--- src/rtl/keypad_reader_pkg.sv ---
// Shared constants, frame classes and the key map for the matrix keypad reader.
package keypad_reader_pkg;

  localparam int KEY_ROWS = 4;
  localparam int KEY_COLS = 4;
  localparam int KEY_NUM  = KEY_ROWS * KEY_COLS;

  localparam int KEY_RD_VALID_BIT = 15;
  localparam int KEY_RD_OVR_BIT   = 14;

  typedef enum logic [1:0] {
    CLS_NONE  = 2'd0,
    CLS_KEY   = 2'd1,
    CLS_MULTI = 2'd2
  } key_cls_e;

  typedef struct packed {
    key_cls_e   cls;
    logic [3:0] idx;
  } frame_cls_t;

  localparam frame_cls_t FRAME_NONE = '{cls: CLS_NONE, idx: 4'd0};

  // idx is forced to 0 for NONE and MULTI so whole-struct compares are meaningful
  function automatic frame_cls_t classify(input logic [KEY_NUM-1:0] pressed);
    frame_cls_t r;
    int         n;
    r = FRAME_NONE;
    n = 0;
    for (int i = 0; i < KEY_NUM; i++) begin
      if (pressed[i]) begin
        n++;
        r.idx = 4'(i);
      end
    end
    if (n == 1) begin
      r.cls = CLS_KEY;
    end else if (n > 1) begin
      r.cls = CLS_MULTI;
      r.idx = 4'd0;
    end else begin
      r.idx = 4'd0;
    end
    return r;
  endfunction

  // Row-major layout: 1 2 3 A / 4 5 6 B / 7 8 9 C / * 0 # D with * -> E, # -> F
  function automatic logic [3:0] keymap(input logic [3:0] idx);
    logic [3:0] c;
    case (idx)
      4'd0:    c = 4'h1;
      4'd1:    c = 4'h2;
      4'd2:    c = 4'h3;
      4'd3:    c = 4'hA;
      4'd4:    c = 4'h4;
      4'd5:    c = 4'h5;
      4'd6:    c = 4'h6;
      4'd7:    c = 4'hB;
      4'd8:    c = 4'h7;
      4'd9:    c = 4'h8;
      4'd10:   c = 4'h9;
      4'd11:   c = 4'hC;
      4'd12:   c = 4'hE;
      4'd13:   c = 4'h0;
      4'd14:   c = 4'hF;
      default: c = 4'hD;
    endcase
    return c;
  endfunction

endpackage

--- src/rtl/keypad_row_scan.sv ---
// Row driver, column synchronizer and per-frame pressed-key vector capture.
module keypad_row_scan
  import keypad_reader_pkg::*;
#(
  parameter int SCAN_DIV = 10000
) (
  input  logic                clock,
  input  logic                reset,
  input  logic [KEY_COLS-1:0] col,
  output logic [KEY_ROWS-1:0] row,
  output logic                frame_done,
  output logic [KEY_NUM-1:0]  frame_vec
);

  localparam int DIV_W = (SCAN_DIV > 1) ? $clog2(SCAN_DIV) : 1;
  localparam logic [DIV_W-1:0] DIV_LAST = DIV_W'(SCAN_DIV - 1);
  localparam int IDX_W = $clog2(KEY_ROWS);
  localparam logic [IDX_W-1:0] IDX_LAST = IDX_W'(KEY_ROWS - 1);

  logic [KEY_COLS-1:0]         r_col_meta;
  logic [KEY_COLS-1:0]         r_col_sync;
  logic [DIV_W-1:0]            r_div;
  logic [IDX_W-1:0]            r_idx;
  logic [KEY_ROWS-1:0]         r_row;
  logic [KEY_NUM-KEY_COLS-1:0] r_acc;
  logic                        r_frame_done;
  logic [KEY_NUM-1:0]          r_frame_vec;

  logic [IDX_W-1:0]            w_idx_next;
  logic [KEY_COLS-1:0]         w_pressed;

  assign w_idx_next = r_idx + 1'b1;
  assign w_pressed  = ~r_col_sync;

  always_ff @(posedge clock) begin
    if (reset) begin
      r_col_meta   <= '1;
      r_col_sync   <= '1;
      r_div        <= '0;
      r_idx        <= '0;
      r_row        <= {{(KEY_ROWS-1){1'b1}}, 1'b0};
      r_acc        <= '0;
      r_frame_done <= 1'b0;
      r_frame_vec  <= '0;
    end else begin
      r_col_meta   <= col;
      r_col_sync   <= r_col_meta;
      r_frame_done <= 1'b0;
      if (r_div == DIV_LAST) begin
        r_div <= '0;
        r_idx <= w_idx_next;
        r_row <= ~(KEY_ROWS'(1) << w_idx_next);
        // last row completes the frame directly; earlier rows are parked in r_acc
        if (r_idx == IDX_LAST) begin
          r_frame_done <= 1'b1;
          r_frame_vec  <= {w_pressed, r_acc};
        end else begin
          for (int r = 0; r < KEY_ROWS - 1; r++) begin
            if (r_idx == IDX_W'(r)) r_acc[r*KEY_COLS +: KEY_COLS] <= w_pressed;
          end
        end
      end else begin
        r_div <= r_div + 1'b1;
      end
    end
  end

  assign row        = r_row;
  assign frame_done = r_frame_done;
  assign frame_vec  = r_frame_vec;

endmodule

--- src/rtl/keypad_reader.sv ---
// 4x4 keypad reader: frame debounce, one latched code per press, read-to-clear status.
module keypad_reader
  import keypad_reader_pkg::*;
#(
  parameter int SCAN_DIV        = 10000,
  parameter int DEBOUNCE_FRAMES = 4
) (
  input  logic                clock,
  input  logic                reset,
  output logic [KEY_ROWS-1:0] row,
  input  logic [KEY_COLS-1:0] col,
  input  logic                ior,
  input  logic                keyctrl,
  output logic [15:0]         rd_data,
  output logic                key_valid
);

  localparam int CNT_W = $clog2(DEBOUNCE_FRAMES + 1);
  localparam logic [CNT_W-1:0] CNT_MAX = CNT_W'(DEBOUNCE_FRAMES);

  logic               w_frame_done;
  logic [KEY_NUM-1:0] w_frame_vec;
  frame_cls_t         w_cur;
  logic [CNT_W-1:0]   w_cnt_next;
  logic               w_accept;
  logic               w_event;
  logic               w_rd;

  frame_cls_t         r_prev;
  frame_cls_t         r_stable;
  logic [CNT_W-1:0]   r_cnt;
  logic               r_valid;
  logic               r_ovr;
  logic [3:0]         r_code;

  keypad_row_scan #(
    .SCAN_DIV (SCAN_DIV)
  ) u_scan (
    .clock      (clock),
    .reset      (reset),
    .col        (col),
    .row        (row),
    .frame_done (w_frame_done),
    .frame_vec  (w_frame_vec)
  );

  assign w_rd  = ior & keyctrl;
  assign w_cur = classify(w_frame_vec);

  always_comb begin
    w_cnt_next = CNT_W'(1);
    if (w_cur == r_prev) begin
      w_cnt_next = (r_cnt == CNT_MAX) ? r_cnt : r_cnt + 1'b1;
    end
    w_accept = w_frame_done && (w_cur.cls != CLS_MULTI) &&
               (w_cnt_next == CNT_MAX) && (w_cur != r_stable);
    w_event  = w_accept && (w_cur.cls == CLS_KEY);
  end

  always_ff @(posedge clock) begin
    if (reset) begin
      r_prev   <= FRAME_NONE;
      r_stable <= FRAME_NONE;
      r_cnt    <= '0;
      r_valid  <= 1'b0;
      r_ovr    <= 1'b0;
      r_code   <= '0;
    end else begin
      if (w_frame_done) begin
        r_prev <= w_cur;
        // ghosting frames break any run but never move the accepted state
        if (w_cur.cls == CLS_MULTI) begin
          r_cnt <= '0;
        end else begin
          r_cnt <= w_cnt_next;
          if (w_accept) r_stable <= w_cur;
        end
      end
      if (w_event) begin
        r_code  <= keymap(w_cur.idx);
        r_valid <= 1'b1;
        r_ovr   <= r_valid & ~w_rd;
      end else if (w_rd) begin
        r_valid <= 1'b0;
        r_ovr   <= 1'b0;
      end
    end
  end

  always_comb begin
    rd_data = 16'h0000;
    if (w_rd) begin
      rd_data[KEY_RD_VALID_BIT] = r_valid;
      rd_data[KEY_RD_OVR_BIT]   = r_ovr;
      rd_data[3:0]              = r_code;
    end
  end

  assign key_valid = r_valid;

endmodule

--- config.mk ---
export PLATFORM = sky130hd
export DESIGN_NAME = keypad_reader
export DESIGN_NICKNAME = d
export VERILOG_FILES = /design/src/rtl/keypad_reader_pkg.sv /design/src/rtl/keypad_row_scan.sv /design/src/rtl/keypad_reader.sv
export SDC_FILE = /design/constraint.sdc
export NUM_CORES = 1
export LEC_CHECK = 0
export ABC_AREA = 1
export BUFFER_PORTS_ARGS = -buffer_cell sky130_fd_sc_hd__buf_2
export CAP_MARGIN = 10
export CORE_MARGIN = 10
export CORE_UTILIZATION = 40
export DETAILED_ROUTE_END_ITERATION = 10
export PLACE_DENSITY = 0.67
export SLEW_MARGIN = 25
export SYNTH_ARGS = -nofsm -noshare
export SYNTH_HDL_FRONTEND = slang
export SYNTH_HIERARCHICAL = 1
export SYNTH_SLANG_ARGS = --single-unit
export TNS_END_PERCENT = 5
--- constraint.sdc ---
create_clock -name clock -period 13.4 [get_ports clock]
set_input_delay 2.68 -clock clock [delete_from_list [all_inputs] [get_ports clock]]
set_output_delay 2.68 -clock clock [all_outputs]
set_load 0.01 [all_outputs]
==> Yosys cells after proc, flatten, opt, wreduce, memory -nomap -nowiden <==
Memories as Yosys holds them, arrays and structs flattened. A register that Yosys moved wholly into a read port is not among the register bits.
Index checks and enable logic that the tools add are counted.
{ "classes": {"addsub": 18, "n_lt_le_gt_ge": 1, "n_eq_ne": 12, "n_shift": 1, "muxes": 43, "bitwise": 8, "reduce_logical": 13} }
{ "op_table": {"columns": ["operator", "n"], "rows": [
  ["adder 32 x 2 -> 32 bit, second input constant", 15],
  ["two-way mux 32 bit", 15],
  ["two-way mux 4 bit", 16],
  ["equality test 32 x 2 -> 1 bit, second input constant", 1],
  ["greater-than comparator 32 x 2 -> 1 bit, second input constant", 1],
  ["adder 14 x 1 -> 14 bit, second input constant", 1],
  ["equality test 14 bit, second input constant", 1],
  ["AND reduction 3 bit", 4],
  ["two-way mux 3 bit", 3],
  ["inverter 4 bit", 2],
  ["equality test 2 bit, second input constant", 3],
  ["equality test 3 bit, second input constant", 2],
  ["equality test 6 bit", 1],
  ["two-way mux 1 bit", 6],
  ["two-way mux 2 bit", 3],
  ["inequality test 6 bit", 1],
  ["equality test 2 x 1 -> 1 bit, second input constant", 2],
  ["logical AND 1 bit", 4],
  ["inverter 1 bit", 4],
  ["OR reduction 2 bit", 2],
  ["left shift 1 x 2 -> 4 bit, first input constant", 1],
  ["adder 3 x 1 -> 3 bit, second input constant", 1],
  ["adder 2 x 1 -> 2 bit, second input constant", 1],
  ["AND 1 bit", 2],
  ["4 further kinds", 4]
]} }
{ "word_totals": {"ff_bits": 74, "rom_bits": 64, "input_bits": 8, "out_inout_bits": 21, "word_cells": 114, "memories": 1} }
{ "memory_table": {"columns": ["name", "depth", "width", "rd", "rd_clocked_by_memory_dff", "wr", "line", "source"], "rows": [
  ["(name not given)", 16, 4, 1, 1, 0, "keypad_reader_pkg.sv:50", "case (idx)"]
]} }

==> Logic depth before layout (Yosys ltp) <==
Gate-level depths: netlist of run 1.
{ "depth": {"ltp_word": 41, "mapped_depth": 66, "mapped_depth_nobuf": 66} }

==> Cells and area by module <==
Netlist of run 1, hierarchy kept.
{ "modules_own_cells": {"columns": ["mod", "instances", "cells_each", "area_per_inst_um2", "seq_area_each_um2"], "rows": [
  ["keypad_reader", 1, 607, 3689.8, 420.4],
  ["keypad_row_scan", 1, 296, 2342.2, 1141.1]
]} }

==> Worst setup path before layout of run 1 <==
No wires, ideal clock.
{ "synth_path": {"path_kind": "flip-flop to flip-flop", "start": "register u_scan.r_frame_vec[0] (netlist: u_scan/frame_vec[0])", "end": "register r_stable[0] (netlist name)", "setup_ns": 0.113, "arrival_time_ns": 9.360, "required_ns": 13.287, "setup_slack_ns": 3.927, "stages_incl_launch_ff": 57, "n_path_buf": 0, "path_cell_list": "dfxtp_1 -> inv_1 -> ha_1 -> nand2_2 -> clkinv_1 -> nor2_2 -> nand2_1 -> nand3_1 -> nand2_1 -> ha_1 -> nand2_1 -> nand2_1 -> ha_1 -> nand2_1 -> nand2_1 -> ha_1 -> nand2_1 -> nand2_1 -> [21 not listed] -> nand2_1 -> inv_1 -> ha_1 -> nand2_1 -> o21ai_0 -> ha_1 -> o21ai_0 -> inv_1 -> nor3_4 -> nand3_2 -> nand2_1 -> nand3_2 -> nor2_2 -> nand3_2 -> nor2_8 -> nand2_4 -> o21ai_1 -> nor2_1"} }
{ "synth_via": {"elab_chain_cells": 40, "word_cells_on_any_way": 47, "cone_classes": "add/sub (15); order compare (1); eq/ne (6); mux (20); bitwise (1); reduce/logical (4)"} }
{ "synth_rtl": {"columns": ["element", "line", "source"], "rows": [
  ["start: declaration", "keypad_row_scan.sv:27", "logic [KEY_NUM-1:0] r_frame_vec;"],
  ["start signal: assignment", "keypad_row_scan.sv:56", "r_frame_vec <= {w_pressed, r_acc};"],
  ["two-way mux 1 bit (*)", "keypad_reader_pkg.sv:31", "if (pressed[i]) begin"],
  ["adder 32 x 2 -> 32 bit", "keypad_reader_pkg.sv:32", "n++;"],
  ["two-way mux 32 bit (*)", "keypad_reader_pkg.sv:31", null],
  ["adder 32 x 2 -> 32 bit", "keypad_reader_pkg.sv:32", null],
  ["two-way mux 32 bit (*)", "keypad_reader_pkg.sv:31", null],
  ["adder 32 x 2 -> 32 bit", "keypad_reader_pkg.sv:32", null],
  ["two-way mux 32 bit (*)", "keypad_reader_pkg.sv:31", null],
  ["adder 32 x 2 -> 32 bit", "keypad_reader_pkg.sv:32", null],
  ["[24 not listed]", null, null],
  ["two-way mux 2 bit", "keypad_reader_pkg.sv:38", "end else if (n > 1) begin"],
  ["two-way mux 2 bit", "keypad_reader_pkg.sv:36", "if (n == 1) begin"],
  ["equality test 6 bit", "keypad_reader.sv:52", "if (w_cur == r_prev) begin"],
  ["two-way mux 3 bit", "keypad_reader.sv:52", null],
  ["equality test 3 bit", "keypad_reader.sv:56", "(w_cnt_next == CNT_MAX) && (w_cur != r_stable);"],
  ["logical AND 1 bit", "keypad_reader.sv:55", "w_accept = w_frame_done && (w_cur.cls != CLS_MULTI) &&"],
  ["logical AND 1 bit", "keypad_reader.sv:56", null],
  ["AND reduction 3 bit (no line)", null, null],
  ["end signal: assignment", "keypad_reader.sv:76", "if (w_accept) r_stable <= w_cur;"],
  ["end: declaration", "keypad_reader.sv:30", "frame_cls_t r_stable;"]
]} }
Every way passes the cells marked *; elsewhere a longest branch is shown, timed or not.
A chain may end at the register's enable or synchronous reset.

==> Worst setup path after layout of run 1 <==
{ "layout_path": {"start": "register u_scan.r_frame_vec[0] (netlist: u_scan/frame_vec[0])", "end": "register r_code[0]"} }
{ "layout_via": {"elab_chain_cells": 40, "word_cells_on_any_way": 46, "cone_classes": "add/sub (15); order compare (1); eq/ne (6); mux (20); reduce/logical (4)"} }
{ "layout_rtl": {"columns": ["element", "line", "source"], "rows": [
  ["two-way mux 1 bit (*)", "keypad_reader_pkg.sv:31", null],
  ["adder 32 x 2 -> 32 bit", "keypad_reader_pkg.sv:32", null],
  ["two-way mux 32 bit (*)", "keypad_reader_pkg.sv:31", null],
  ["adder 32 x 2 -> 32 bit", "keypad_reader_pkg.sv:32", null],
  ["two-way mux 32 bit (*)", "keypad_reader_pkg.sv:31", null],
  ["adder 32 x 2 -> 32 bit", "keypad_reader_pkg.sv:32", null],
  ["two-way mux 32 bit (*)", "keypad_reader_pkg.sv:31", null],
  ["adder 32 x 2 -> 32 bit", "keypad_reader_pkg.sv:32", null],
  ["[24 not listed]", null, null],
  ["two-way mux 2 bit", "keypad_reader_pkg.sv:38", null],
  ["two-way mux 2 bit", "keypad_reader_pkg.sv:36", null],
  ["equality test 6 bit", "keypad_reader.sv:52", null],
  ["two-way mux 3 bit", "keypad_reader.sv:52", null],
  ["equality test 3 bit", "keypad_reader.sv:56", null],
  ["logical AND 1 bit", "keypad_reader.sv:55", null],
  ["logical AND 1 bit", "keypad_reader.sv:56", null],
  ["logical AND 1 bit", "keypad_reader.sv:57", "w_event = w_accept && (w_cur.cls == CLS_KEY);"],
  ["end: declaration", "keypad_reader.sv:34", "logic [3:0] r_code;"]
]} }
Marked as above.

==> out/results.env, run 1 <==
RUN_STATUS='finished clean'
SETUP_VIOLS_FINAL=0
PWR_DENSITY_CELL_nW_PER_UM2=80.45
WORST_EP_REQUIRED_TIME_NS=13.68
POSTROUTEANTENNANETS=0
TIGHTEST_SLEW_NS=0.8599
CP-START-KIND='flip-flop'
STD_CELL_ROWS=44
SETUP.WORST_PATH.CLASS='flip-flop to flip-flop'
ROUTE.DETAILED.VIAS_PER_INST=4.772
DP.FINAL_HPWL_UM=8783
CTS_MAX_PATH_BUFFERS=2
SYNTH.YOSYS.SEQ_AREA_SHARE_PCT=25.89
FINCLKSKEW_NS=0.003688
INSERTION_DELAY_NS=0.34
FINAL_MAX_SLEW_VIOL_COUNT=0
WL_PER_INSTANCE_UM=10.46
FIN_NETS=958
AREAGROWTHSYNTHTOFINISH_PCT=8.961
DRIVE_ABOVE_1_SHARE_PCT=18.96
CP-END-KIND='flip-flop'
CORE_SQ_UM=14640
ANTENNA_CELLS=0
FIRST_GLOBAL_VIAS=4800
WORSTPATHARRIVAL_NS=10.55
TOTALNEGATIVESETUPSLACK_NS=0
R2R_START='u_scan/frame_vec[0]'
COUNT_OF_BUFFERS_FROM_PORT_BUFFERING=18
CRITICAL_PATH.TOP_DELAY_FAMILY='simple AND/OR/NAND/NOR gates'
LARGEST_NET_DEGREE_AT_THE_START_OF_GLOBAL_ROUTING=31
ANTENNA_FOUND_INITIAL=0
FILLERINSTANCES=1570
TRITONCTS_CLOCK_TREE='built'
R2R_SETUP_SLACK_NS=3.12
CTS-BUFFERS-INSERTED=9
LARGEST_VOLTAGE_DROP_ON_THE_VDD_NET_uV=92.73
WORST_HOLD_STARTPOINT='u_scan/r_col_meta[3]'
INITIAL_CORE_UTIL_PCT=41.19
FP.DIEH_UM=142.8
DIE_AREA_SQ_UM=20390
CRIT_FANOUT=8
DRT_FIRST_PASS_ITERS=5
GLOBAL_ROUTE_WIRE_LENGTH_BEFORE_REPAIR_UM=20870
SYNTHESIS.AREA_PER_INSTANCE_SQ_UM=6.680
RSZ0062_AT_GRT='false'
CP_SLOWEST_STAGE_DELAY_NS=0.47
ROUTE.FINAL.WIRE_LENGTH_UM=11570
WORST_SETUP_PATH_STARTPOINT='u_scan/frame_vec[0]'
SYNTH_TOP_AREA_SHARE_PCT=25.89
SYNTH_LARGEST_AREA_CELL='dfxtp_1'
VIAS=5283
CTS.SINK_COUNT=78
CELL_TYPE_WITH_THE_HIGHEST_OCCURRENCE_COUNT_ON_THE_CRITICAL_PATH='nand2_1'
SYNTH_TOP_CELLS_BY_AREA='dfxtp_1, nand2_1, inv_1, nor2_1, ha_1'
PRE_CTS_WS_NS=3.141
NUMBER_OF_BUFFERS_ADDED_TO_FIX_HOLD_VIOLATIONS_AFTER_CTS=0
SLEW-LIMIT-HEADROOM_PCT=42.07
YOSYS.CELL_COUNT.TOP_TYPE='nand2_1'
SYN_AREA_SQ_UM=6032
FINAL_COUNT_OF_HOLD_TIMING_VIOLATIONS=0
CTS.HTREE.LEVELS=3
POST-ROUTE-PERIOD-UTIL_PCT=76.70
YS_FLOP_TYPE='dfxtp_1'
SYNTH_ENABLE_FLOP_CELLS=0
SYNTH_COMMON_CELLS='nand2_1, inv_1, nor2_1'
CLOCK_ROOT_BUFFER='clkbuf_16'
GLOBAL_ROUTE_CONGESTION_OVERFLOW_TOTAL=0
NUM_IO_PINS=29
MIN-DELAY-PATH-CLASS='flip-flop to flip-flop'
SYNTH.FF_LATCH_COUNT=78
ACHIEVABLE_FREQ_MHz=97.30
NETLIST_INSTANCES=903
PATH_CLK_SLEW_NS=0.06
SYNTH_WARNINGS=6
ASYNC_FLOP_SHARE_PCT=0
DRT_ITER0_DRC=313
GRT_UTIL_ALL_LAYERS_PCT=11.88
WEIGHTED_CONGESTION_AT_THE_END_OF_ROUTABILITY_DRIVEN_GLOBAL_PLACEMENT=0.8430
LEAKAGE_POWER_TOTAL_nW=3.352
NETLIST-CELL-TYPE-COUNT=48
CRITICAL_PATH.N_BUFFERS_INVERTERS=8
CRITPATHSLOWESTCELL='o21ai_0'
FINAL.SETUP.WORST_SLACK_NS=3.123
FINAL_UTIL_PCT=44.88
DRV_CAP=0
DRC_ERRORS=0
CHIPWIDTH_UM=142.8
CTS_POST_SETUP_BUFFERS_INSERTED=0
CTS_RESIZED=0
FINALCRITICALPERIOD_NS=10.28
[worst reg2reg max path: cells and delay by family (launching register included)]
family | cells | cell delay [ns]
AO/OA/AOI/OAI | 4 | 1.21
adder cells (fa/ha/maj) | 13 | 3.90
buffers and inverters | 8 | 0.59
flip-flops | 1 | 0.37
AND/OR/NAND/NOR | 32 | 4.18
[layout by cell type (no fill, tap or decap), drive strengths merged, types with 8 or more instances in the layout]
master | synthesis | layout
or2 | 18 | 18
xor2 | 8 | 8
ha | 32 | 32
nand3b | 9 | 9
nor2 | 147 | 147
inv | 132 | 132
conb | 1 | 10
nand3 | 80 | 80
a21oi | 27 | 27
o21ai | 43 | 43
nand2 | 253 | 253
clkbuf | 4 | 10
nand4 | 27 | 27
dfxtp | 78 | 78
buf | 19 | 18
[stage by stage]
stage / instances / instance area, sq um / hold WS [ns] / total power, mW
finish: 1107 / 6573 / 0.4067 / 0.5288
global route: 1107 / 6573 / 0.4246 / 0.5478
CTS: 1107 / 6573 / 0.4086 / 0.5349
detailed placement: 1091 / 6225 / 0.3948 / 0.2535
global placement: 1091 / 6225 / 0.3955 / 0.2534
floorplan: 912 / 6066 / 0.3895 / 0.2522
[logic make-up after synthesis]
kind of cell / after synthesis / synth area share, %
compound gates: 78 / 6.970
other cells: 1 / 0.06217
simple gates: 547 / 48.06
fa+ha+maj: 32 / 6.638
buf+inv: 159 / 11.22
flops: 78 / 25.89
xor+xnor: 8 / 1.162
[power breakdown]
| group | leakage, nW | switching (mW) | internal, mW |
|---|---|---|---|
| sequential | 0.631 | 0.00183 | 0.234 |
| combinational | 2.55 | 0.00863 | 0.00406 |
| clock | 0.172 | 0.0937 | 0.187 |
| total | 3.35 | 0.104 | 0.425 |
[path summary, 6_finish.rpt]
kind	to	cells past startpoint
worst max-delay path	r_code[0]	57
worst min-delay path	u_scan/r_col_sync[3]	1
worst max register to register	r_code[0]	57
worst min register to register	u_scan/r_col_sync[3]	1
[sequential cells by signal, summed over array words and instances, names as in the netlist]
signal	cells
r_ovr	1
r_cnt	3
u_scan/r_col_meta	4
u_scan/r_idx	2
u_scan/frame_vec	16
u_scan/r_col_sync	4
u_scan/r_acc	12
r_prev	6
u_scan/row	4
r_stable	6
key_valid	1
u_scan/r_div	14
r_code	4
u_scan/frame_done	1
[per-layer routing]
metal	up-vias	routed length [um]	global-route usage, %
li1	2866	-	-
met1	2332	5925	15.60
met2	66	5146	19.14
met3	19	313	2.156
met4	0	188	4.072
met5	-	0	0
[layout make-up]
class	instances	area (sq um)	share of cell area (%)
Timing Repair Buffer	18	90.09	1.371
Clock inverter	6	108.9	1.656
Inverter	136	515.5	7.843
Sequential cell	78	1562	23.76
Clock buffer	10	239.0	3.636
Multi-Input combinational cell	675	3827	58.23
Tap cell	184	230.2	3.503
Power figures use the tool's default switching activity.
==> inputs of run 2 (changes only) <==
PLACE_DENSITY = 0.69   (was 0.67)
clock period = 8.7 ns   (was 13.4 ns; I/O delays follow)
==> run 2 against run 1 <==
Critical path depth increased by 9. Register-to-register slack got worse by 2.8 ns. Routed wire length increased by 12%. Utilization increased by 4.7 points. Setup slack got worse by 2.8 ns. Combinational power increased by 54%. Clock skew increased by 0.0028 ns. Die area unchanged. Clock-buffer cell count unchanged. Cell area increased by 10%. Critical endpoint is now r_stable[0]. Highest routed layer unchanged.
==> out/results.env, run 2 (synthesis gave the netlist of run 1 again) <==
WORSTPATHARRIVAL_NS=8.57
LARGEST_NET_DEGREE_AT_THE_START_OF_GLOBAL_ROUTING=31
SETUP.WORST_PATH.CLASS='flip-flop to flip-flop'
FINAL_COUNT_OF_HOLD_TIMING_VIOLATIONS=0
GLOBAL_ROUTE_WIRE_LENGTH_BEFORE_REPAIR_UM=22540
PATH_CLK_SLEW_NS=0.06
LARGEST_REGISTER_FF_COUNT=16
ROUTE.DETAILED.VIAS_PER_INST=4.738
WEIGHTED_CONGESTION_AT_THE_END_OF_ROUTABILITY_DRIVEN_GLOBAL_PLACEMENT=0.8095
SLEW-LIMIT-HEADROOM_PCT=39.13
FINAL_CELLS=1161
CRITICAL_PATH.TOP_DELAY_FAMILY='simple AND/OR/NAND/NOR gates'
DRT_ITER0_DRC=305
FP.DIEH_UM=142.8
SETUP_VIOLS_FINAL=0
CHIPWIDTH_UM=142.8
CRITICAL_PATH.N_BUFFERS_INVERTERS=9
DRIVE_ABOVE_1_SHARE_PCT=29.89
ROUTE.FINAL.WIRE_LENGTH_UM=12930
PLACED_CELLS=1121
INSERTION_DELAY_NS=0.33
LEAKAGE_POWER_TOTAL_nW=3.628
STD_CELL_ROWS=44
REG_AREA_SQ_UM=1564
FINAL_MAX_SLEW_VIOL_COUNT=0
MIN-DELAY-PATH-CLASS='flip-flop to flip-flop'
WORST_SLACK_ON_HOLD_PATHS_NS=0.4111
FIRST_GLOBAL_VIAS=5308
DIE_AREA_SQ_UM=20390
RSZ0062_AT_GRT='true'
GRT_UTIL_ALL_LAYERS_PCT=12.71
WORST_EP_REQUIRED_TIME_NS=8.92
AREAGROWTHSYNTHTOFINISH_PCT=20.35
DP.FINAL_HPWL_UM=9162
PRE_CTS_WS_NS=-0.3302
CP_SLOWEST_STAGE_DELAY_NS=0.36
POST-ROUTE-PERIOD-UTIL_PCT=95.93
MULTI_INPUT_GATE_AREA_IN_THE_FINAL_LAYOUT_SQ_UM=4150
CORE_SQ_UM=14640
FIN_TOTAL_PWR_mW=0.7412
VIAS=5501
CELL_TYPE_WITH_THE_HIGHEST_OCCURRENCE_COUNT_ON_THE_CRITICAL_PATH='nand2_2'
CP-END-KIND='flip-flop'
FINAL.SETUP.WORST_SLACK_NS=0.3537
CP-START-KIND='flip-flop'
CRITPATHSLOWESTCELL='dfxtp_2'
LARGEST_VOLTAGE_DROP_ON_THE_VDD_NET_uV=174.7
FINCLKSKEW_NS=0.006471
CTS.HTREE.LEVELS=3
FILLERINSTANCES=1423
TIGHTEST_SLEW_NS=0.9035
NUM_IO_PINS=29
TRITONCTS_CLOCK_TREE='built'
NUMBER_OF_BUFFERS_ADDED_TO_FIX_HOLD_VIOLATIONS_AFTER_CTS=0
INITIAL_CORE_UTIL_PCT=41.19
ACHIEVABLE_FREQ_MHz=119.8
LAYOUT.CELLS.MOST_COMMON_LIST='nand2_1, nor2_1, inv_1, dfxtp_1, nand2_2'
ANTENNA_CELLS=0
POSTROUTEANTENNANETS=0
CRIT_FANOUT=7
CTS-BUFFERS-INSERTED=9
FINAL_COMMON_CELL='nand2_1'
CLOCK_ROOT_BUFFER='clkbuf_16'
COUNT_OF_BUFFERS_FROM_PORT_BUFFERING=18
DRV_CAP=0
WL_PER_INSTANCE_UM=11.13
CTS_MAX_PATH_BUFFERS=2
PWR_DENSITY_CELL_nW_PER_UM2=102.1
DRT_FIRST_PASS_ITERS=4
RUN_STATUS='finished clean'
FINALCRITICALPERIOD_NS=8.346
ANTENNA_FOUND_INITIAL=0
TOTALNEGATIVESETUPSLACK_NS=0
DRC_ERRORS=0
GLOBAL_ROUTE_CONGESTION_OVERFLOW_TOTAL=0
FIN_NETS=1013
CTS.SINK_COUNT=78
-- run 2: layer usage --
metal  part of all wire (%)  track usage [%]  vias to the layer above
li1                       -                -                     2971
met1                     49            16.11                     2471
met2                     48            21.70                       47
met3                    2.1            2.322                       12
met4                    1.1            3.203                        0
met5                      0                0                        -
-- run 2: timing repair --
item / CTS / global route
endpoints found under the setup margin: 14 / 16
pin swaps: 26 / 48
buffers inserted: 18 / 9
resized for setup: 16 / 44
-- run 2: final timing paths --
check,startpoint,end,slack [ns],depth (start not counted)
max,u_scan/frame_vec[1],r_stable[0],0.35,66
min,u_scan/r_col_meta[1],u_scan/r_col_sync[1],0.41,1
max reg2reg,u_scan/frame_vec[1],r_stable[0],0.35,66
min reg2reg,u_scan/r_col_meta[1],u_scan/r_col_sync[1],0.41,1
-- run 2: through the flow --
stage               utilization, %  instance area (sq um)
floorplan                        -                   6142
global placement             44.54                   6523
detailed placement           44.54                   6523
CTS                          47.97                   7024
global route                 49.57                   7259
finish                       49.57                   7259
-- run 2: cell type report --
| type | count | area share [%] |
|---|---|---|
| inverter | 136 | 7.170 |
| timing repair buffer | 73 | 6.980 |
| clock inverter | 5 | 0.8101 |
| sequential | 78 | 21.54 |
| tap | 184 | 3.171 |
| multi-input combinational | 675 | 57.17 |
| clock buffer | 10 | 3.154 |
-- run 2: report_power, final --
part	switching, mW	internal (mW)
combinational	0.0133	0.00621
clock	0.138	0.221
sequential	0.00283	0.361
==> inputs of run 3 (changes only) <==
SETUP_SLACK_MARGIN = 0.5   (was default)
==> run 3 against run 2 <==
Die area unchanged. Cell area increased by 10%. Non-clock buffer count increased by 31. Clock-buffer cell count unchanged. Highest routed layer unchanged. Sequential power about the same. Clock skew about the same.
==> out/results.env, run 3 (synthesis gave the netlist of run 1 again) <==
RUN_STATUS='finished clean'
CORE_SQ_UM=14640
DRT_ITER0_DRC=406
CP-END-KIND='flip-flop'
CTS.SINK_COUNT=78
TIGHTEST_SLEW_NS=0.8787
FIN_TOTAL_PWR_mW=0.8350
INSERTION_DELAY_NS=0.33
CRIT_FANOUT=6
LAYOUT.CELLS.MOST_COMMON_LIST='nand2_1, inv_1, nor2_1, dfxtp_1, buf_4'
DRT_FIRST_PASS_ITERS=5
FINAL_MAX_SLEW_VIOL_COUNT=0
SETUP.WORST_PATH.CLASS='flip-flop to flip-flop'
INITIAL_CORE_UTIL_PCT=41.19
GLOBAL_ROUTE_WIRE_LENGTH_BEFORE_REPAIR_UM=24940
AREAGROWTHSYNTHTOFINISH_PCT=32.94
RSZ0062_AT_GRT='true'
FP.DIEH_UM=142.8
WORST_EP_REQUIRED_TIME_NS=8.93
SETUP_VIOLS_FINAL=0
FINAL_COUNT_OF_HOLD_TIMING_VIOLATIONS=0
MIN-DELAY-PATH-CLASS='flip-flop to flip-flop'
DRC_ERRORS=0
FIN_NETS=1044
DP.FINAL_HPWL_UM=8865
ANTENNA_FOUND_INITIAL=0
CP_SLOWEST_STAGE_DELAY_NS=0.33
CRITICAL_PATH.N_BUFFERS_INVERTERS=29
CTS-BUFFERS-INSERTED=9
NUMBER_OF_BUFFERS_ADDED_TO_FIX_HOLD_VIOLATIONS_AFTER_CTS=0
WEIGHTED_CONGESTION_AT_THE_END_OF_ROUTABILITY_DRIVEN_GLOBAL_PLACEMENT=0.8638
DRIVE_ABOVE_1_SHARE_PCT=35.48
LARGEST_VOLTAGE_DROP_ON_THE_VDD_NET_uV=164.6
ACHIEVABLE_FREQ_MHz=117.1
DRV_CAP=0
FINAL_COMMON_CELL='nand2_1'
CRITICAL_PATH.TOP_DELAY_FAMILY='simple AND/OR/NAND/NOR gates'
STD_CELL_ROWS=44
PATH_CLK_SLEW_NS=0.06
GRT_UTIL_ALL_LAYERS_PCT=14.38
ROUTE.DETAILED.VIAS_PER_INST=4.912
SLEW-LIMIT-HEADROOM_PCT=40.80
CLOCK_ROOT_BUFFER='clkbuf_16'
POST-ROUTE-PERIOD-UTIL_PCT=98.16
LARGEST_NET_DEGREE_AT_THE_START_OF_GLOBAL_ROUTING=31
FINCLKSKEW_NS=0.006206
GLOBAL_ROUTE_CONGESTION_OVERFLOW_TOTAL=0
FIRST_GLOBAL_VIAS=5508
WORSTPATHARRIVAL_NS=8.77
POSTROUTEANTENNANETS=0
PWR_DENSITY_CELL_nW_PER_UM2=104.1
LEAKAGE_POWER_TOTAL_nW=3.977
TRITONCTS_CLOCK_TREE='built'
DIE_AREA_SQ_UM=20390
CTS_MAX_PATH_BUFFERS=2
CHIPWIDTH_UM=142.8
FINAL_UTIL_PCT=54.76
NUM_IO_PINS=29
FINALCRITICALPERIOD_NS=8.540
ANTENNA_CELLS=0
CP-START-KIND='flip-flop'
WL_PER_INSTANCE_UM=12.97
VIAS=5860
CTS.HTREE.LEVELS=3
COUNT_OF_BUFFERS_FROM_PORT_BUFFERING=18
CELL_TYPE_WITH_THE_HIGHEST_OCCURRENCE_COUNT_ON_THE_CRITICAL_PATH='buf_6'
ROUTE.FINAL.WIRE_LENGTH_UM=15470
CRITPATHSLOWESTCELL='dfxtp_2'
LARGEST_REGISTER_FF_COUNT=16
[run 3: path summary, 6_finish.rpt]
| kind | depth (start not counted) | endpoint | startpoint | slack (ns) |
|---|---|---|---|---|
| min reg2reg | 1 | u_scan/r_col_sync[1] | u_scan/r_col_meta[1] | 0.41 |
| max reg2reg | 74 | r_code[2] | u_scan/frame_vec[1] | 0.16 |
| max | 74 | r_code[2] | u_scan/frame_vec[1] | 0.16 |
| min | 1 | u_scan/r_col_sync[1] | u_scan/r_col_meta[1] | 0.41 |
[run 3: metal layers]
layer	global-route usage, %	vias to the layer above	part of all wire [%]
li1	-	3049	-
met1	17.38	2658	44
met2	24.68	110	50
met3	2.189	43	2.7
met4	6.460	0	3.3
met5	0	-	0
[run 3: timing repair]
action,CTS,global route
setup buffers,61,22
endpoints found under the setup margin,15,20
gates resized for setup,50,102
pin swaps,56,82
[run 3: final cells by class]
class                           instances  area, sq um
Inverter                              136        523.0
Tap cell                              184        230.2
Fill cell                            1318         6625
Multi-Input combinational cell        675         4501
Sequential cell                        78         1564
Timing Repair Buffer                  104        838.3
Clock buffer                           10        229.0
Clock inverter                          6        133.9
[run 3: metrics by stage]
stage | setup WS (ns) | setup TNS, ns | instance area [sq um] | std cells | hold WS, ns
5_1_grt | -0.2322 | -2.326 | 8019 | 1193 | 0.4159
4_1_cts | 0.2842 | 0 | 7406 | 1171 | 0.4113
6_report | 0.1605 | 0 | 8019 | 1193 | 0.4085
2_1_floorplan | 0.5087 | 0 | 6193 | 912 | 0.3895
3_3_place_gp | 0.1405 | 0 | 6371 | 1094 | 0.3971
3_5_place_dp | -0.08054 | -0.6134 | 6371 | 1094 | 0.3983
[run 3: power by group]
group / total (mW) / internal [mW] / switching, mW
combinational: 0.0197 / 0.00630 / 0.0134
clock: 0.452 / 0.309 / 0.143
sequential: 0.363 / 0.360 / 0.00279
total: 0.835 / 0.676 / 0.159
